**config.mk**
```make
export PLATFORM = sky130hd
export DESIGN_NAME = regfile_write_arbiter
export DESIGN_NICKNAME = d
export VERILOG_FILES = /design/src/rtl/regfile_pkg.sv /design/src/rtl/regfile_write_arbiter_rr_arbiter.sv /design/src/rtl/regfile_write_arbiter.sv
export SDC_FILE = /design/constraint.sdc
export NUM_CORES = 1
export LEC_CHECK = 0
export ABC_CLOCK_PERIOD_IN_PS = 6600
export CAP_MARGIN = 10
export CORE_MARGIN = 2
export CORE_UTILIZATION = 45
export CTS_BUF_LIST = sky130_fd_sc_hd__clkbuf_4 sky130_fd_sc_hd__clkbuf_8
export CTS_CLUSTER_SIZE = 12
export DETAILED_ROUTE_END_ITERATION = 8
export GPL_TIMING_DRIVEN = 1
export PLACE_DENSITY = 0.88
export SLEW_MARGIN = 20
export SYNTH_ARGS = -nofsm -noshare
export SYNTH_HDL_FRONTEND = slang
export SYNTH_SLANG_ARGS = --single-unit
```
**constraint.sdc**
```tcl
create_clock -name clk -period 6.6 [get_ports clk]
set_clock_uncertainty 0.15 [all_clocks]
set_input_delay 1.32 -clock clk [delete_from_list [all_inputs] [get_ports clk]]
set_output_delay 1.32 -clock clk [all_outputs]
set_load 0.1 [all_outputs]
```
**src/rtl/regfile_pkg.sv**
```systemverilog
// Shared register-file constants and types used by the writeback path.
package regfile_pkg;

  localparam int REG_COUNT = 32;
  localparam int REG_AW    = 5;
  localparam int WORD_W    = 32;

  typedef logic [REG_AW-1:0] reg_idx_t;
  typedef logic [WORD_W-1:0] word_t;

  // One writeback request: destination register and value.
  typedef struct packed {
    reg_idx_t number;
    word_t    data;
  } wb_req_t;

endpackage

```
**src/rtl/regfile_write_arbiter_rr_arbiter.sv**
```systemverilog
// Round-robin arbiter: grants the first requester at or after rr_ptr and
// advances the pointer past the winner whenever a grant is taken.
module rr_arbiter #(
  parameter int NREQ = 3,
  localparam int IDW = (NREQ > 1) ? $clog2(NREQ) : 1
) (
  input  logic            clk,
  input  logic            reset,
  input  logic [NREQ-1:0] req,
  input  logic            accept,
  output logic [NREQ-1:0] grant,
  output logic [IDW-1:0]  grant_id
);

  logic [IDW-1:0] rr_ptr;
  logic [IDW-1:0] ptr_next;
  logic           found;

  // Scan rr_ptr, rr_ptr+1, ... modulo NREQ; first valid requester wins.
  // Reset suppresses every grant so nothing can be accepted that cycle.
  always_comb begin
    grant    = '0;
    grant_id = '0;
    found    = 1'b0;
    for (int k = 0; k < NREQ; k++) begin
      int idx;
      idx = (int'(rr_ptr) + k) % NREQ;
      if (!found && req[idx] && !reset) begin
        found      = 1'b1;
        grant[idx] = 1'b1;
        grant_id   = IDW'(idx);
      end
    end
  end

  // Pointer moves to the slot after the winner, wrapping at NREQ-1.
  always_comb begin
    if (int'(grant_id) == NREQ - 1) ptr_next = '0;
    else                            ptr_next = grant_id + IDW'(1);
  end

  // Pointer register; holds when nothing is accepted.
  always_ff @(posedge clk) begin
    if (reset)       rr_ptr <= '0;
    else if (accept) rr_ptr <= ptr_next;
  end

endmodule

```
**src/rtl/regfile_write_arbiter.sv**
```systemverilog
// Shares the register file write port among NREQ writeback sources and
// tracks claimed-but-uncommitted destinations for RAW hazard detection.
//
// Handshake: a write transfers on a rising edge where req_valid[i] and
// req_ready[i] are both high. req_ready is a combinational function of
// req_valid and the round-robin pointer, so a requester must never derive
// req_valid from req_ready; once raised, req_valid should stay high with
// stable number/data until the transfer happens.
module regfile_write_arbiter
  import regfile_pkg::*;
#(
  parameter int NREQ = 3,
  parameter int DW   = WORD_W,
  parameter int AW   = REG_AW
) (
  input  logic                     clk,
  input  logic                     reset,
  input  logic [NREQ-1:0]          req_valid,
  output logic [NREQ-1:0]          req_ready,
  input  logic [NREQ-1:0][AW-1:0]  req_number,
  input  logic [NREQ-1:0][DW-1:0]  req_data,
  input  logic                     claim_valid,
  input  logic [AW-1:0]            claim_number,
  output logic                     reg_write,
  output logic [AW-1:0]            number,
  output logic [DW-1:0]            write_data,
  output logic [(2**AW)-1:0]       pending
);

  localparam int IDW = (NREQ > 1) ? $clog2(NREQ) : 1;

  logic [NREQ-1:0]     grant;
  logic [IDW-1:0]      grant_id;
  logic                accept;
  logic [AW-1:0]       win_number;
  logic [DW-1:0]       win_data;
  logic [(2**AW)-1:0]  pending_next;

  rr_arbiter #(.NREQ(NREQ)) u_arb (
    .clk      (clk),
    .reset    (reset),
    .req      (req_valid),
    .accept   (accept),
    .grant    (grant),
    .grant_id (grant_id)
  );

  assign req_ready  = grant;
  assign accept     = |(req_valid & grant);
  assign win_number = req_number[grant_id];
  assign win_data   = req_data[grant_id];

  // Output register: load the winner; writes to r0 load but stay disabled.
  always_ff @(posedge clk) begin
    if (reset) begin
      reg_write  <= 1'b0;
      number     <= '0;
      write_data <= '0;
    end else if (accept) begin
      reg_write  <= (win_number != '0);
      number     <= win_number;
      write_data <= win_data;
    end else begin
      reg_write  <= 1'b0;
    end
  end

  // Scoreboard next state: commit clears, claim sets afterwards so a claim
  // on the register being written in the same cycle leaves it pending.
  always_comb begin
    pending_next = pending;
    if (accept)      pending_next[win_number]   = 1'b0;
    if (claim_valid) pending_next[claim_number] = 1'b1;
    pending_next[0] = 1'b0;
  end

  // Scoreboard register; claims during reset are dropped.
  always_ff @(posedge clk) begin
    if (reset) pending <= '0;
    else       pending <= pending_next;
  end

endmodule
```
# Yosys cells after proc, flatten, opt, wreduce, memory -nomap -nowiden
# Index checks and enable logic that the tools add are counted.
# word_totals
reg_bits	72
out_inout_bits	73
in_bits	122
# op_classes
n_addsub	3
n_lt_le_gt_ge	11
div	3
n_reduce_logical	16
mux	34
eq_ne	1
bitwise	7
# ops
cell	n
$ge 32x1->1 const B	3
$lt 32x4->1 const B	3
$mux 32	3
$bmux 32 s2	1
$mod 32x3->32 const B	2
$and 32x32->32	1
$mod 3x3->32 const B	1
$not 32->32	1
$or 32x32->32	1
$mux 1	13
$lt 5x6->1 const B	2
$bmux 5 s2	1
$demux 1 s5	2
$ge 5x1->1 const B	2
$logic_and 1x1->1	10
$mux 3	3
$mux 2	4
$bmux 1 s2	3
$demux 1 s2	3
$or 3x3->3	2
$mux 5	1
$reduce_bool 5->1	1
$add 2x1->3 const B	1
$add 2x2->3 const B	1
8 further kinds	10

# Longest topological paths before layout
# logic_depth
depth_word	25
ltp_mapped	13

# Cells and area by module
# A second synthesis with hierarchy kept.
# hier_totals
hier_cells	465
hier_area_um2	4047.6
# modules_own_cells
mod	cells_per_inst	area_each_um2	n_inst
regfile_write_arbiter	408	3616.0	1
rr_arbiter	57	431.7	1

# Least setup slack after synthesis
# No wires, ideal clock.
# synth_timing
path_type	input-to-output
start	input req_valid[2]
end	output req_ready[2]
slack_ns	1.445
arrival_time_ns	3.685
path_stages	4
n_path_buf	0
required_ns	5.130
path_cell_list	mux2i_1 -> mux2_4 -> or3_1 -> a31oi_1
# synth_via
elab_chain_len	13
# synth_lines
element	line	rtl
start: declaration	regfile_write_arbiter.sv:18	input logic [NREQ-1:0] req_valid,
$bmux 1 s2	regfile_write_arbiter_rr_arbiter.sv:28	if (!found && req[idx] && !reset) begin
$mux 1 (not written as such) (2 in series)	regfile_write_arbiter_rr_arbiter.sv:28	
$logic_and 1x1->1	regfile_write_arbiter_rr_arbiter.sv:28	
$mux 1	regfile_write_arbiter_rr_arbiter.sv:28	
$logic_not 1->1	regfile_write_arbiter_rr_arbiter.sv:28	
$logic_and 1x1->1 (2 in series)	regfile_write_arbiter_rr_arbiter.sv:28	
$mux 1	regfile_write_arbiter_rr_arbiter.sv:28	
$logic_not 1->1	regfile_write_arbiter_rr_arbiter.sv:28	
$logic_and 1x1->1 (2 in series)	regfile_write_arbiter_rr_arbiter.sv:28	
$mux 3 *	regfile_write_arbiter_rr_arbiter.sv:28	
end: declaration	regfile_write_arbiter.sv:19	output logic [NREQ-1:0] req_ready,
# Every way passes the cells marked *; elsewhere a longest branch is shown, timed or not. The select of a mux whose other input is x is not followed.

# Worst setup path in the final report
# layout_timing
start	input req_valid[2]
end	output req_ready[1]
# The elaborated chain is that of the path after synthesis.

==> flow_summary.yaml <==
hold_path:
  hp-class: "reg2reg"
  min_to: "number[1]$_SDFFE_PP0N_"
  min_path_cells: 2
  min-delay-start: "number[1]$_SDFFE_PP0N_"
clock_tree:
  hold_buffers: 0
  cts_max_level: 3
  clockBufferDepth: 2
  path_clk_slew_ns: 0.08
  numCtsBuffers: 9
  cts_resized: 0
  clock_latency_ns: 0.34
  cts_setup_buffers: 0
  cts-root-buf: "clkbuf_8"
  cts_tree: "done"
  clkSinkCount: 71
global_route:
  grt_pass1_wl_um: 22200
  grt_pass1_vias: 4778
  grt_usage_pct: 28.3
  grt_start_max_net_pins: 66
  grt_overflow_total: 0
  antenna_found_initial: 0
synthesis:
  synth_nets: 682
  synthesis.area_mm2: 0.00399
  synthTopCellsByArea: "dfxtp_1 36%, nor2_1 12%, a311oi_1 7.0%"
  ys_seq_area_share_pct: 35.7
  yosysTopAreaCellShare_pct: 35.7
  yosysWarnings: 0
  synth_edf_count: 0
  async_flop_share_pct: 0
  synth_cell_types: 51
  syn_area_per_cell_um2: 7.17
  synth-seq-cells: 71
  synthesis.instances: 556
  synth_most_common_cell: "nor2_1"
  synth_commonest_cells: "131 x nor2_1, 73 x nand2_1, 71 x dfxtp_1, 54 x a21oi_1, 34 x clkbuf_1"
  synth_top_cell_by_area: "dfxtp_1"
  yosys_most_used_dff: "dfxtp_1"
routing:
  antenna_left: 0
  routed_wl_um: 14000
  drc: 0
  dr.pass1.iters: 7
  vias: 4816
  viasPerCell: 5.78
  drtIter0Drc: 283
  wire_per_inst_um: 16.7
sta:
  tightest_slew_ns: 1.06
  rsz0062_at_grt: "false"
  min_period_ns: 5.36
  max_freq_ghz: 0.186
  period_share_pct: 81.3
  final_max_slew_viol_count: 0
  hold_viol: 0
  tns_ns: 0
  setup_viol: 0
  layout_setup_ws_ns: 1.24
  slew_headroom_pct: 29.2
critical_path:
  regToRegEndpoint: "pending[13]$_SDFF_PP0_"
  cp.arrival_ns: 3.89
  r2r.worst_path.cells: 10
  reg2reg_slack_ns: 2.78
  crit_path_end_kind: "output port"
  cp_max_fo: 8
  crit_required_ns: 5.13
  r2r-start: "u_arb.rr_ptr[1]$_SDFFE_PP0N_"
  start_kind: "primary input"
  crit_type: "in2out"
layout:
  finalInstanceArea_mm2: 0.00613
  num-fill-cells: 680
  final_util_pct: 70.9
  n_antenna_cell: 0
  syn_to_final_growth_pct: 53.7
  drive_above_1_share_pct: 5.24
  multi_input_comb_area_mm2: 0.00235
  finish.net_count: 847
  seqCellArea_mm2: 0.00142
place:
  dpl_cell_area_mm2: 0.00589
  io_buffers: 193
  place_congestion: 0.894
  dp_slack_ns: 1.23
  dpl.hpwl_um: 10300
floorplan:
  io_pins: 195
  rows: 34
  fp.dieH_um: 98.1
  fp.dieW_um: 98.1
  initial_core_util_pct: 46.1
  die-area_mm2: 0.00962
  coreArea_mm2: 0.00864
pwr:
  p_per_area_mw_per_mm2: 346
  leakage_nw: 2.25
  irDropWorstVdd_v: 0.000215
  power_mw: 2.12
outcome:
  status: "complete, no violations"
job:
  cap_violations: 0
==> registers in the layout, summed over array words and instances, names as in the netlist <==
signal and cells:
u_arb.rr_ptr 2, reg_write 1, write_data 32, number 5, pending 31
==> metal layers <==
layer | part of all wire [%] | global-route usage, % | up-vias
met2 | 48 | 47.7 | 268
li1 | - | - | 2304
met5 | 0 | 0 | -
met4 | 5.5 | 16.7 | 0
met1 | 37 | 32.2 | 2184
met3 | 8.9 | 7.52 | 60
==> cells in the final DEF (no fill, tap or decap), types with 3 or more instances in the layout <==
| cell type | count |
|---|---|
| a21o_1 | 4 |
| nand2_1 | 73 |
| or3_1 | 4 |
| a311oi_1 | 32 |
| nor4b_1 | 6 |
| dfxtp_1 | 71 |
| buf_4 | 6 |
| mux2i_1 | 4 |
| a211oi_1 | 13 |
| o21ai_0 | 20 |
| a21oi_1 | 54 |
| nor3_1 | 24 |
| a31oi_1 | 8 |
| nor2_1 | 131 |
| nor4_1 | 3 |
| inv_1 | 8 |
| nand3b_1 | 5 |
| clkdlybuf4s50_1 | 190 |
| clkbuf_8 | 9 |
| or3b_2 | 3 |
| ha_1 | 4 |
| nor3b_1 | 5 |
| bufinv_16 | 3 |
==> layout make-up <==
type	count	share of cell area, %
Multi-Input combinational cell	434	38.4
Timing Repair Buffer	197	31.9
Sequential cell	71	23.2
Tap cell	108	2.21
Clock buffer	10	2.14
Clock inverter	5	1.74
Inverter	8	0.490
==> logic make-up (layout without fill, tap and decap cells) <==
kind of cell	after synthesis	after routing	share of synthesized area [%]
adder cells (fa/ha/maj)	4	4	1.26
other	1	1	0.0941
AND/OR/NAND/NOR	272	272	30.4
flip-flops	71	71	35.7
buffers and inverters	51	220	5.40
multiplexers	8	8	2.29
AO/OA/AOI/OAI	149	149	24.9
==> stage by stage <==
step | hold WS, ns | std cells
2_1_floorplan | 0.316 | 556
3_3_place_gp | 0.300 | 818
3_5_place_dp | 0.311 | 818
4_1_cts | 0.320 | 833
5_1_grt | 0.346 | 833
6_report | 0.313 | 833
==> power by group <==
group	leakage [nW]	switching (mW)	total [mW]	internal (mW)
sequential	0.579	0.0360	0.524	0.488
clock	0.116	0.166	0.421	0.255
combinational	1.55	0.847	1.17	0.327
==> worst max-delay path: stages <==
cell and delay (ns):
clkdlybuf4s50_1 0.62, and4bb_2 0.29, a21o_1 0.17, o211ai_1 0.14, a31oi_1 0.20, clkdlybuf4s50_1 1.15
==> worst max-delay path by stage <==
| stage | cells past startpoint | slack, ns | to | from |
|---|---|---|---|---|
| 2_1_floorplan | 4 | 1.44 | req_ready[2] | req_valid[2] |
| 3_3_place_gp | 6 | 1.26 | req_ready[1] | req_valid[1] |
| 3_5_place_dp | 6 | 1.23 | req_ready[1] | req_valid[1] |
| 4_1_cts | 6 | 1.23 | req_ready[1] | req_valid[2] |
| 5_1_grt | 6 | 1.12 | req_ready[1] | req_valid[2] |
| 6_report | 6 | 1.24 | req_ready[1] | req_valid[2] |
Power figures use the tool's default switching activity.
